File: config.mk
export PLATFORM = sky130hd
export DESIGN_NAME = rob_controller_flat
export DESIGN_NICKNAME = d
export VERILOG_FILES = /design/src/rtl/rob_controller_pkg.sv /design/src/rtl/rob_controller_if.sv /design/src/rtl/rob_controller.sv /design/src/flat_wrapper.sv
export SDC_FILE = /design/constraint.sdc
export NUM_CORES = 1
export LEC_CHECK = 0
export ABC_AREA = 1
export BUFFER_PORTS_ARGS = -buffer_cell sky130_fd_sc_hd__buf_2
export CORE_MARGIN = 2
export CORE_UTILIZATION = 35
export CTS_CLUSTER_SIZE = 14
export DETAILED_ROUTE_END_ITERATION = 10
export PLACE_DENSITY = 0.51
export SYNTH_ARGS = -nofsm -noshare
export SYNTH_HDL_FRONTEND = slang
export SYNTH_SLANG_ARGS = --single-unit
export TNS_END_PERCENT = 20
File: constraint.sdc
create_clock -name clk -period 3.21 [get_ports clk]
set_clock_uncertainty 0.1 [all_clocks]
set_input_delay 0.321 -clock clk [delete_from_list [all_inputs] [get_ports clk]]
set_output_delay 0.321 -clock clk [all_outputs]
set_load 0.05 [all_outputs]
File: src/rtl/rob_controller_pkg.sv
// Shared ROB definitions: sizing constants, tag/count types and the pointer
// helpers (wrap-around advance and age compare relative to the head).
// Tags run 1..ROB_SIZE; tag 0 means "no tag".
package rob_controller_pkg;

    localparam int ROB_SIZE = 16;
    localparam int TAG_W    = $clog2(ROB_SIZE + 1);
    localparam int CNT_W    = $clog2(ROB_SIZE + 1);
    localparam int IDX_W    = $clog2(ROB_SIZE);

    typedef logic [TAG_W-1:0] rob_tag_t;
    typedef logic [CNT_W-1:0] rob_cnt_t;
    typedef logic [IDX_W-1:0] rob_idx_t;

    // Pointer advance: ROB_SIZE wraps back to 1.
    function automatic rob_tag_t rob_next(input rob_tag_t t);
        return (t == rob_tag_t'(ROB_SIZE)) ? rob_tag_t'(1) : rob_tag_t'(t + 1'b1);
    endfunction

    // Bit position of a (non-zero) tag in the flat valid/ready vectors.
    function automatic rob_idx_t rob_idx(input rob_tag_t t);
        return rob_idx_t'(t - 1'b1);
    endfunction

    // Distance of a tag from the head, 0..ROB_SIZE-1; smaller means older.
    function automatic rob_tag_t rob_age(input rob_tag_t t, input rob_tag_t head);
        logic [TAG_W:0] d;
        d = {1'b0, t} + (TAG_W+1)'(ROB_SIZE) - {1'b0, head};
        if (d >= (TAG_W+1)'(ROB_SIZE))
            d = d - (TAG_W+1)'(ROB_SIZE);
        return d[TAG_W-1:0];
    endfunction

    // True when tag a is strictly older than tag b.
    function automatic logic rob_older(input rob_tag_t a, input rob_tag_t b,
                                       input rob_tag_t head);
        return rob_age(a, head) < rob_age(b, head);
    endfunction

endpackage

File: src/rtl/rob_controller_if.sv
// ROB bookkeeping bus: dispatch allocation, two CDB writebacks, in-order
// retire, mispredict flush and occupancy status.
//   master : core side (drives requests, writebacks, retire ack, flush)
//   slave  : the ROB controller
interface rob_controller_if;
    import rob_controller_pkg::*;

    logic     alloc_req;
    logic     alloc_ack;
    rob_tag_t alloc_tag;
    logic     wb1_valid;
    rob_tag_t wb1_tag;
    logic     wb2_valid;
    rob_tag_t wb2_tag;
    logic     retire_valid;
    rob_tag_t retire_tag;
    logic     retire_ack;
    logic     flush;
    rob_tag_t flush_tag;
    logic     rob_full;
    logic     rob_empty;
    rob_cnt_t rob_count;

    modport master (
        output alloc_req, wb1_valid, wb1_tag, wb2_valid, wb2_tag,
               retire_ack, flush, flush_tag,
        input  alloc_ack, alloc_tag, retire_valid, retire_tag,
               rob_full, rob_empty, rob_count
    );

    modport slave (
        input  alloc_req, wb1_valid, wb1_tag, wb2_valid, wb2_tag,
               retire_ack, flush, flush_tag,
        output alloc_ack, alloc_tag, retire_valid, retire_tag,
               rob_full, rob_empty, rob_count
    );
endinterface

File: src/rtl/rob_controller.sv
// ROB controller: head/tail/count pointers and per-entry valid/ready bits.
// Grants allocation tags, marks completions from two CDBs, hands the head
// to retire in order and squashes younger entries on a mispredict.
// Ports:
//   clk   - core clock, rising edge
//   reset - asynchronous active-low reset
//   bus   - rob_controller_if.slave (alloc, wb1/wb2, retire, flush, status)
module rob_controller
    import rob_controller_pkg::*;
(
    input  logic            clk,
    input  logic            reset,
    rob_controller_if.slave bus
);

    rob_tag_t            head_q, head_d;
    rob_tag_t            tail_q, tail_d;
    rob_cnt_t            count_q, count_d;
    logic [ROB_SIZE-1:0] valid_q, valid_d;
    logic [ROB_SIZE-1:0] ready_q, ready_d;
    logic [ROB_SIZE-1:0] squash;

    logic full, retire_valid, alloc_ack, retire_fire, flush_ok;

    // Out-of-range tags (0 or above ROB_SIZE) never address a live entry.
    function automatic logic tag_live(input rob_tag_t t, input logic [ROB_SIZE-1:0] v);
        if (t == '0 || t > rob_tag_t'(ROB_SIZE))
            return 1'b0;
        return v[rob_idx(t)];
    endfunction

    assign full         = (count_q == rob_cnt_t'(ROB_SIZE));
    assign retire_valid = valid_q[rob_idx(head_q)] & ready_q[rob_idx(head_q)];
    // No full-bypass: a same-cycle retire does not make room for this alloc.
    assign alloc_ack    = bus.alloc_req & ~full & ~bus.flush;
    assign retire_fire  = retire_valid & bus.retire_ack;
    assign flush_ok     = bus.flush & tag_live(bus.flush_tag, valid_q);

    assign bus.alloc_ack    = alloc_ack;
    assign bus.alloc_tag    = tail_q;
    assign bus.retire_valid = retire_valid;
    assign bus.retire_tag   = head_q;
    assign bus.rob_full     = full;
    assign bus.rob_empty    = (count_q == '0);
    assign bus.rob_count    = count_q;

    always_comb begin
        valid_d = valid_q;
        ready_d = ready_q;
        head_d  = head_q;
        tail_d  = tail_q;
        count_d = count_q;
        squash  = '0;

        // Live entries strictly younger than the surviving branch tag.
        for (int i = 0; i < ROB_SIZE; i++)
            squash[i] = valid_q[i] & rob_older(bus.flush_tag, rob_tag_t'(i + 1), head_q);

        if (bus.wb1_valid && tag_live(bus.wb1_tag, valid_q))
            ready_d[rob_idx(bus.wb1_tag)] = 1'b1;
        if (bus.wb2_valid && tag_live(bus.wb2_tag, valid_q))
            ready_d[rob_idx(bus.wb2_tag)] = 1'b1;

        if (retire_fire) begin
            valid_d[rob_idx(head_q)] = 1'b0;
            ready_d[rob_idx(head_q)] = 1'b0;
            head_d = rob_next(head_q);
        end

        if (flush_ok) begin
            // Applied after writeback so completions to squashed tags are dropped.
            valid_d = valid_d & ~squash;
            ready_d = ready_d & ~squash;
            tail_d  = rob_next(bus.flush_tag);
            count_d = rob_cnt_t'(rob_age(bus.flush_tag, head_q)) + rob_cnt_t'(1)
                      - rob_cnt_t'(retire_fire);
        end else begin
            if (alloc_ack) begin
                valid_d[rob_idx(tail_q)] = 1'b1;
                ready_d[rob_idx(tail_q)] = 1'b0;
                tail_d = rob_next(tail_q);
            end
            case ({alloc_ack, retire_fire})
                2'b10:   count_d = count_q + rob_cnt_t'(1);
                2'b01:   count_d = count_q - rob_cnt_t'(1);
                default: count_d = count_q;
            endcase
        end
    end

    always_ff @(posedge clk or negedge reset) begin
        if (!reset) begin
            head_q  <= rob_tag_t'(1);
            tail_q  <= rob_tag_t'(1);
            count_q <= '0;
            valid_q <= '0;
            ready_q <= '0;
        end else begin
            head_q  <= head_d;
            tail_q  <= tail_d;
            count_q <= count_d;
            valid_q <= valid_d;
            ready_q <= ready_d;
        end
    end

endmodule
File: src/flat_wrapper.sv
// flat-port wrapper written by rule: the top's interface ports become plain ports
module rob_controller_flat import rob_controller_pkg::*;
  (clk, reset, bus_alloc_req, bus_wb1_valid, bus_wb1_tag, bus_wb2_valid, bus_wb2_tag, bus_retire_ack, bus_flush, bus_flush_tag, bus_alloc_ack, bus_alloc_tag, bus_retire_valid, bus_retire_tag, bus_rob_full, bus_rob_empty, bus_rob_count);
  rob_controller_if bus_i ();
  input  logic clk;
  input  logic reset;
  input wire logic [$bits(bus_i.alloc_req)-1:0] bus_alloc_req;
  input wire logic [$bits(bus_i.wb1_valid)-1:0] bus_wb1_valid;
  input wire logic [$bits(bus_i.wb1_tag)-1:0] bus_wb1_tag;
  input wire logic [$bits(bus_i.wb2_valid)-1:0] bus_wb2_valid;
  input wire logic [$bits(bus_i.wb2_tag)-1:0] bus_wb2_tag;
  input wire logic [$bits(bus_i.retire_ack)-1:0] bus_retire_ack;
  input wire logic [$bits(bus_i.flush)-1:0] bus_flush;
  input wire logic [$bits(bus_i.flush_tag)-1:0] bus_flush_tag;
  output wire logic [$bits(bus_i.alloc_ack)-1:0] bus_alloc_ack;
  output wire logic [$bits(bus_i.alloc_tag)-1:0] bus_alloc_tag;
  output wire logic [$bits(bus_i.retire_valid)-1:0] bus_retire_valid;
  output wire logic [$bits(bus_i.retire_tag)-1:0] bus_retire_tag;
  output wire logic [$bits(bus_i.rob_full)-1:0] bus_rob_full;
  output wire logic [$bits(bus_i.rob_empty)-1:0] bus_rob_empty;
  output wire logic [$bits(bus_i.rob_count)-1:0] bus_rob_count;
  assign bus_i.alloc_req = bus_alloc_req;
  assign bus_i.wb1_valid = bus_wb1_valid;
  assign bus_i.wb1_tag = bus_wb1_tag;
  assign bus_i.wb2_valid = bus_wb2_valid;
  assign bus_i.wb2_tag = bus_wb2_tag;
  assign bus_i.retire_ack = bus_retire_ack;
  assign bus_i.flush = bus_flush;
  assign bus_i.flush_tag = bus_flush_tag;
  assign bus_alloc_ack = bus_i.alloc_ack;
  assign bus_alloc_tag = bus_i.alloc_tag;
  assign bus_retire_valid = bus_i.retire_valid;
  assign bus_retire_tag = bus_i.retire_tag;
  assign bus_rob_full = bus_i.rob_full;
  assign bus_rob_empty = bus_i.rob_empty;
  assign bus_rob_count = bus_i.rob_count;
  rob_controller u_core (.clk(clk), .reset(reset), .bus(bus_i));
endmodule
Word-level counts from Yosys, hierarchy flattened
Index checks and enable logic that the tools add are counted.
- register bits after elaboration: 47
- word-level logic and storage cells: 212
- add/sub/neg operators: 47
- $lt $le $gt $ge: 45
- eq/ne operators: 6
- mux-type cells: 60
- bitwise logic cells: 34
- reductions and logical operators: 15
- operators with widths (cell ; number):
    $mux W16 ; 8
    $mux W5 ; 24
    $ge A6 B5 Y1 const B ; 17
    $sub A5 B5 Y6 const A ; 15
    $sub A5 B5 Y5 const B ; 17
    $and A16 B16 Y16 ; 5
    $lt A5 B5 Y1 ; 16
    $not A16 Y16 ; 3
    $or A16 B16 Y16 ; 3
    $add A5 B1 Y5 const B ; 5
    $lt A4 B5 Y1 const B ; 5
    $and A1 B1 Y1 ; 21
    $bmux W1 S4 ; 5
    $eq A5 B5 Y1 const B ; 4
    $logic_not A5 Y1 ; 4
    $sub A4 B1 Y4 const B ; 5
    $mux W1 ; 18
    $demux W1 S4 ; 4
    $ge A4 B1 Y1 const B ; 4
    $gt A5 B5 Y1 const B ; 3
    $pmux W5 S2 ; 1
    $add A5 B5 Y6 const B ; 1
    $logic_and A1 B1 Y1 ; 6
    $sub A6 B5 Y6 ; 1
    9 further kinds ; 12

Logic depth before layout (Yosys ltp)
Gate-level depths: netlist of the first run.
- depth in word-level cells: 14
- mapped depth: 24
- depth with buffers taken out: 21

Worst setup path after synthesis of the first run
OpenSTA, ideal clock, no wires.
- path type: register to register
- from: reg u_core.head_q[1], in the netlist u_core.bus.retire_tag[1]
- to: reg u_core.valid_q[2]
- setup time: 0.127 ns
- arrival time: 3.669 ns
- required time: 2.983 ns
- path slack: -0.685 ns
- cell stages (with the launch flop): 22
- buffers on the path: 1
- clock period less this slack: 3.895 ns
- cells stage by stage: dfrtp_1 inv_1 ha_1 ha_1 inv_1 fa_1 inv_1 nand3_1 nand2_1 nand2_1 nand2_1 inv_1 nand2_1 clkbuf_1 inv_1 ha_1 a21oi_1 o2111ai_1 nor2_1 nor2_1 nand2_1 o21ai_0
- cells in the longest elaborated chain, start to end: 11
- ends and longest elaborated chain (element ; line ; source):
    from (decl) ; rob_controller.sv:16 ; rob_tag_t head_q, head_d;
    from (signal assigned) ; rob_controller.sv:93 ; head_q <= rob_tag_t'(1);
    parallel branches: the longest is 10 deep, another holds $sub A6 B5 Y6 ; -- ;
    $mux W16 * ; rob_controller.sv:70 ; if (flush_ok) begin
    via u_core.valid_d[2] ; rob_controller.sv:19 ; logic [ROB_SIZE-1:0] valid_q, valid_d;
    to (signal assigned) ; rob_controller.sv:102 ; valid_q <= valid_d;
    to (decl) ; rob_controller.sv:19 ;
Mark *: on every way through the listed nets, which the timed path passes. The select of a mux whose other input is x is not followed.
A chain may end at the register's enable or synchronous reset.

Final worst setup path of the first run
- from: reg u_core.head_q[1], in the netlist u_core.bus.retire_tag[1]
- to: reg u_core.ready_q[13]
- cells in the longest elaborated chain, start to end: 11
- ends and longest elaborated chain (element ; line ; source):
    parallel branches: the longest is 10 deep, another holds $sub A6 B5 Y6 ; -- ;
    $mux W16 * ; rob_controller.sv:70 ;
    via u_core.ready_d[13] ; rob_controller.sv:20 ; logic [ROB_SIZE-1:0] ready_q, ready_d;
    to (signal assigned) ; rob_controller.sv:103 ; ready_q <= ready_d;
    to (decl) ; rob_controller.sv:20 ;
Marked as above.

==> flow_summary.json, run 1 <==
{
  "yosys.area.top_type": "dfrtp_1",
  "cts_buffers": 5,
  "clockBufferDepth": 2,
  "port_buffers": 40,
  "synth-seq-cells": 47,
  "insertedDiodeCount": 0,
  "min_period_ps": 3155,
  "syn_inst": 981,
  "slew_headroom": 0.6696,
  "period_share": 0.9830,
  "grt_setup_unrepaired": "yes",
  "ys_top_cells_by_area": "dfrtp_1, ha_1, nand2_1",
  "first_global_vias": 5962,
  "grt_pass1_wl_um": 33260,
  "seqCellArea_um2": 1189,
  "fillerInstances": 1839,
  "die_area_um2": 18940,
  "overflow": 0,
  "finalWirelength_um": 22150,
  "drt-vias-per-instance": 5.128,
  "hold_class": "in2async",
  "avgSynthCellArea_um2": 6.372,
  "drive_gt1_frac": 0.1848,
  "cts_tree": "done",
  "crit_buf_inv": 3,
  "synth_area_um2": 6251,
  "firstDrtPassIters": 6,
  "reg2reg_to": "u_core.ready_q[13]",
  "wl_per_cell_um": 17.16,
  "cpPeakStageDelay_ps": 430,
  "worst_path_most_repeated_cell": "ha_4",
  "die_w_um": 137.6,
  "maxSlewViolCount": 0,
  "groute.usage.overall": 0.2333,
  "cp_cell_sequence": "clkinvlp_4 > ha_4 > ha_4 > inv_2 > fa_2 > xor2_4 > clkinvlp_4 > ha_4 > nand2_1 > nand2_1 > or2_2 > nand2_2 > nand3_2 > nand3_1 > nor2_1",
  "startpoint": "u_core.bus.retire_tag[1]",
  "final_nets": 1178,
  "yosysTopAreaCellShare": 0.1801,
  "synth_common_cells": "nand2_1, nand3_1, inv_1, nor2_1, ha_1",
  "hold_viol_final": 0,
  "synth_warnings": 0,
  "cp-endpoint": "u_core.ready_q[13]",
  "drt_iter0_markers": 391,
  "synth_fp_nets": 1094,
  "critPathCaptureType": "flip-flop",
  "fin_tns_setup_ps": 0,
  "r2r_start": "u_core.bus.retire_tag[1]",
  "grt_max_degree": 34,
  "rr_worst_depth": 15,
  "reg2reg_slack_ps": 50,
  "yosysMostFrequentCell": "nand2_1",
  "synth_enable_flop_cells": 0,
  "ys_seq_area_frac": 0.1886,
  "required_ps": 3300,
  "start_util": 0.3601,
  "multiInputGateArea_um2": 4710,
  "die_h_um": 137.6,
  "ant_nets": 0,
  "setup_viol": 0,
  "arrival_ps": 3250,
  "crit_cells": 15,
  "crit_fanout": 5,
  "path_class": "reg2reg",
  "setup_slack_ps": 54.62,
  "path_clk_slew_ps": 80,
  "final_area_um2": 7582,
  "whs_ps": 367.5,
  "clock_latency_ps": 310,
  "clock-root-buffer": "clkbuf_16",
  "ios": 41,
  "std_cell_rows": 48,
  "critPathTopFamily": "adder cells",
  "fmax_mhz": 316.9,
  "core_um2": 17360,
  "cts.sinks": 47,
  "htree_num_levels": 2,
  "antenna_found_initial": 0,
  "place_ws_ps": 43.58,
  "routed-via-count": 6620,
  "dpl_cell_area_um2": 7076,
  "drc": 0,
  "dp_hpwl_um": 17380,
  "area_delta_synth_final_pct": 21.30,
  "synth_cell_types": 40,
  "status": "complete, no violations",
  "worst_setup_path_start_kind": "flip-flop",
  "synthFlopType": "dfrtp_1",
  "async_flop_share": 1.000,
  "maxCapViolations": 0,
  "place.gp.congestion": 0.8867,
  "slowest_stage": "dfrtp_4",
  "tightest_slew_ps": 490.5
}
-- per-layer routing --
metal  global-route usage  share of wire  vias to the layer above
met3              0.02171          0.042                       40
met1               0.3135           0.45                     3045
met2               0.3872           0.48                      178
li1                     -              -                     3357
met5                    0              0                        -
met4              0.08763          0.033                        0
-- layout make-up --
type,count,area share
multi-input combinational,765,0.6211
sequential,47,0.1568
timing repair buffer,98,0.08680
inverter,147,0.07492
tap,225,0.03713
clock buffer,5,0.01650
clock inverter,3,0.005776
timing repair inverter,1,0.0009901
-- timing repair --
action                                 in CTS  in global routing
resized for setup                           0                 50
hold buffers                                1                  0
buffers inserted                            0                  8
setup endpoints to repair                   0                 21
endpoints found under the hold margin      12                  0
-- registers in the layout, summed over array words and instances, names as in the netlist --
register and cells:
u_core.ready_q 16, u_core.bus.retire_tag 5, u_core.valid_q 16, u_core.bus.rob_count 5, u_core.bus.alloc_tag 5
-- logic make-up after synthesis --
family	synth area share
flip-flops	0.1886
XOR/XNOR	0.02642
AO/OA/AOI/OAI	0.1011
adder cells (fa/ha/maj)	0.1845
AND/OR/NAND/NOR	0.3873
other	0.0005999
buffers and inverters	0.1115
-- worst min path at each step --
stage,end,slack (ps),startpoint
after CTS,u_core.bus.rob_count[4],380,reset
after detailed placement,u_core.bus.alloc_tag[2],180,reset
after global placement,u_core.bus.alloc_tag[2],180,reset
after global routing,u_core.bus.alloc_tag[2],410,bus_flush_tag[2]
after floorplan,u_core.bus.alloc_tag[1],-70,reset
final,u_core.bus.alloc_tag[2],370,reset
-- cells in the final DEF (no fill, tap or decap), types with 3 or more instances in the layout --
cell type,count
nor2_1,94
buf_4,54
nand4_1,19
xnor2_1,6
inv_2,10
o211ai_1,15
nand2_1,242
buf_2,40
o21bai_1,10
a21oi_2,8
nand3b_1,5
a21o_1,4
o21ai_0,37
nand2_4,3
inv_1,132
dfrtp_1,42
or2_2,6
nor2_2,4
ha_4,16
ha_1,71
xor2_1,10
nand2_2,10
nand3_1,139
nand3_2,12
a21oi_1,31
clkbuf_16,5
nor3_1,4
-- stage by stage --
| step | util | instances |
|---|---|---|
| after floorplan | - | 981 |
| after CTS | 0.4180 | 1282 |
| after global placement | 0.4077 | 1273 |
| final | 0.4369 | 1291 |
| after detailed placement | 0.4077 | 1273 |
| after global routing | 0.4369 | 1291 |
Power of run 1 is not shown: default switching activity piles up to over one toggle a cycle in this logic, so the estimate is an artifact.
==> run 2: changes to the inputs <==
Settings changed: CORE_MARGIN 2 to 10.
==> run 2 against run 1 <==
  * Worst setup slack got worse by 9.5 ps
  * Largest cell class unchanged
  * Wire length fell by 1.9%
  * Critical path depth rose by 1
==> flow_summary.json, run 2 (synthesis results as in run 1) <==
{
  "std_cell_rows": 48,
  "insertedDiodeCount": 0,
  "wl_per_cell_um": 17.00,
  "tightest_slew_ps": 718.6,
  "path_clk_slew_ps": 80,
  "drt_iter0_markers": 439,
  "min_period_ps": 3165,
  "hold_viol_final": 0,
  "first_global_vias": 6125,
  "crit_fanout": 7,
  "dp_hpwl_um": 17300,
  "start_util": 0.3589,
  "overflow": 0,
  "multiInputGateArea_um2": 4608,
  "antenna_found_initial": 0,
  "cts.sinks": 47,
  "groute.usage.overall": 0.1788,
  "final_nets": 1165,
  "fmax_mhz": 316.0,
  "final_area_um2": 7378,
  "grt_setup_unrepaired": "yes",
  "critPathTopFamily": "adder cells",
  "slowest_stage": "fa_2",
  "drt-vias-per-instance": 4.981,
  "dpl_cell_area_um2": 6980,
  "dp_cells": 1262,
  "port_buffers": 40,
  "core_um2": 17420,
  "setup_viol": 0,
  "hold_class": "in2reg",
  "die_h_um": 153.6,
  "mostFrequentLayoutCells": "nand2_1, nand3_1, inv_1",
  "layout_commonest_cell": "nand2_1",
  "path_class": "reg2reg",
  "clock_latency_ps": 300,
  "fillerInstances": 1880,
  "ant_nets": 0,
  "critPathCaptureType": "flip-flop",
  "clockBufferDepth": 2,
  "grt_max_degree": 31,
  "grt_pass1_wl_um": 34040,
  "largest_registers": "u_core.ready_q: 16 flops, u_core.valid_q: 16 flops",
  "maxSlewViolCount": 0,
  "cts_tree": "done",
  "area_delta_synth_final_pct": 18.03,
  "status": "complete, no violations",
  "finalWirelength_um": 21730,
  "die_area_um2": 23610,
  "crit_buf_inv": 4,
  "cp_cell_sequence": "clkinvlp_4 > ha_4 > ha_1 > inv_1 > fa_2 > inv_4 > ha_1 > a21oi_1 > nand2_1 > nand2_1 > nand2_1 > or2_2 > nand2_2 > nand3_2 > nand2_1 > inv_1",
  "firstDrtPassIters": 5,
  "period_share": 0.9859,
  "worst_path_most_repeated_cell": "nand2_1",
  "clock-root-buffer": "clkbuf_16",
  "ios": 41,
  "drive_gt1_frac": 0.1624,
  "arrival_ps": 3260,
  "drc": 0,
  "reg2reg_slack_ps": 50,
  "htree_num_levels": 2,
  "worst_setup_path_start_kind": "flip-flop",
  "seqCellArea_um2": 1189,
  "cpPeakStageDelay_ps": 550,
  "routed-via-count": 6366,
  "cts_buffers": 5,
  "fin_cells": 1278,
  "die_w_um": 153.6,
  "slew_headroom": 0.5209,
  "place.gp.congestion": 0.8857,
  "required_ps": 3300,
  "maxCapViolations": 0
}
-- run 2: changes by cell type in the layout (fill, tap and decap cells not counted), sizes merged --
cell	before	now
buf	97	85
inv	144	146
clkinv	4	1
-- run 2: final timing paths --
path / cells after the start / to / startpoint
hold / removal: 3 / u_core.bus.alloc_tag[2] / bus_flush_tag[2]
setup reg to reg: 16 / u_core.valid_q[13] / u_core.bus.retire_tag[1]
setup / recovery: 16 / u_core.valid_q[13] / u_core.bus.retire_tag[1]
hold reg to reg: 3 / u_core.ready_q[14] / u_core.ready_q[14]
max in group asynchronous: 3 / u_core.valid_q[9] / reset
min in group asynchronous: 2 / u_core.bus.alloc_tag[2] / reset
-- run 2: final cells by class --
class / instances / share of cell area
Sequential cell: 47 / 0.1611
Multi-Input combinational cell: 765 / 0.6246
Tap cell: 225 / 0.03815
Timing Repair Buffer: 86 / 0.07597
Inverter: 147 / 0.07699
Clock buffer: 5 / 0.01696
Clock inverter: 3 / 0.006274
-- run 2: what timing repair did --
item	in CTS	in global routing
resized for setup	0	34
buffers inserted	0	7
endpoints found under the hold margin	26	0
hold buffers	1	0
endpoints found under the setup margin	0	28
-- run 2: layer usage --
layer,GRT usage,share of wire,up-vias
met2,0.2920,0.47,144
met3,0.02287,0.036,31
li1,-,-,3332
met4,0.05533,0.023,0
met1,0.2389,0.47,2859
met5,0,0,-
-- run 2: metrics by stage --
stage	setup TNS, ps	utilization	hold slack, ps	setup slack, ps
floorplan	-338.0	-	-74.59	-50.33
global placement	0	0.4008	319.9	93.94
detailed placement	0	0.4008	317.3	51.99
CTS	0	0.4112	372.2	27.29
global route	-725.7	0.4236	398.3	-82.67
finish	0	0.4236	378.1	45.11
-- run 2: worst register-to-register path, cell delays in order (launching register included) --
cell	delay [ps]
dfrtp_4	430
clkinvlp_4	140
ha_4	290
ha_1	160
inv_1	60
fa_2	560
inv_4	80
ha_1	300
a21oi_1	150
nand2_1	80
nand2_1	60
nand2_1	50
or2_2	270
nand2_2	80
nand3_2	90
nand2_1	100
inv_1	40
Power of run 2 is left out for the same reason.
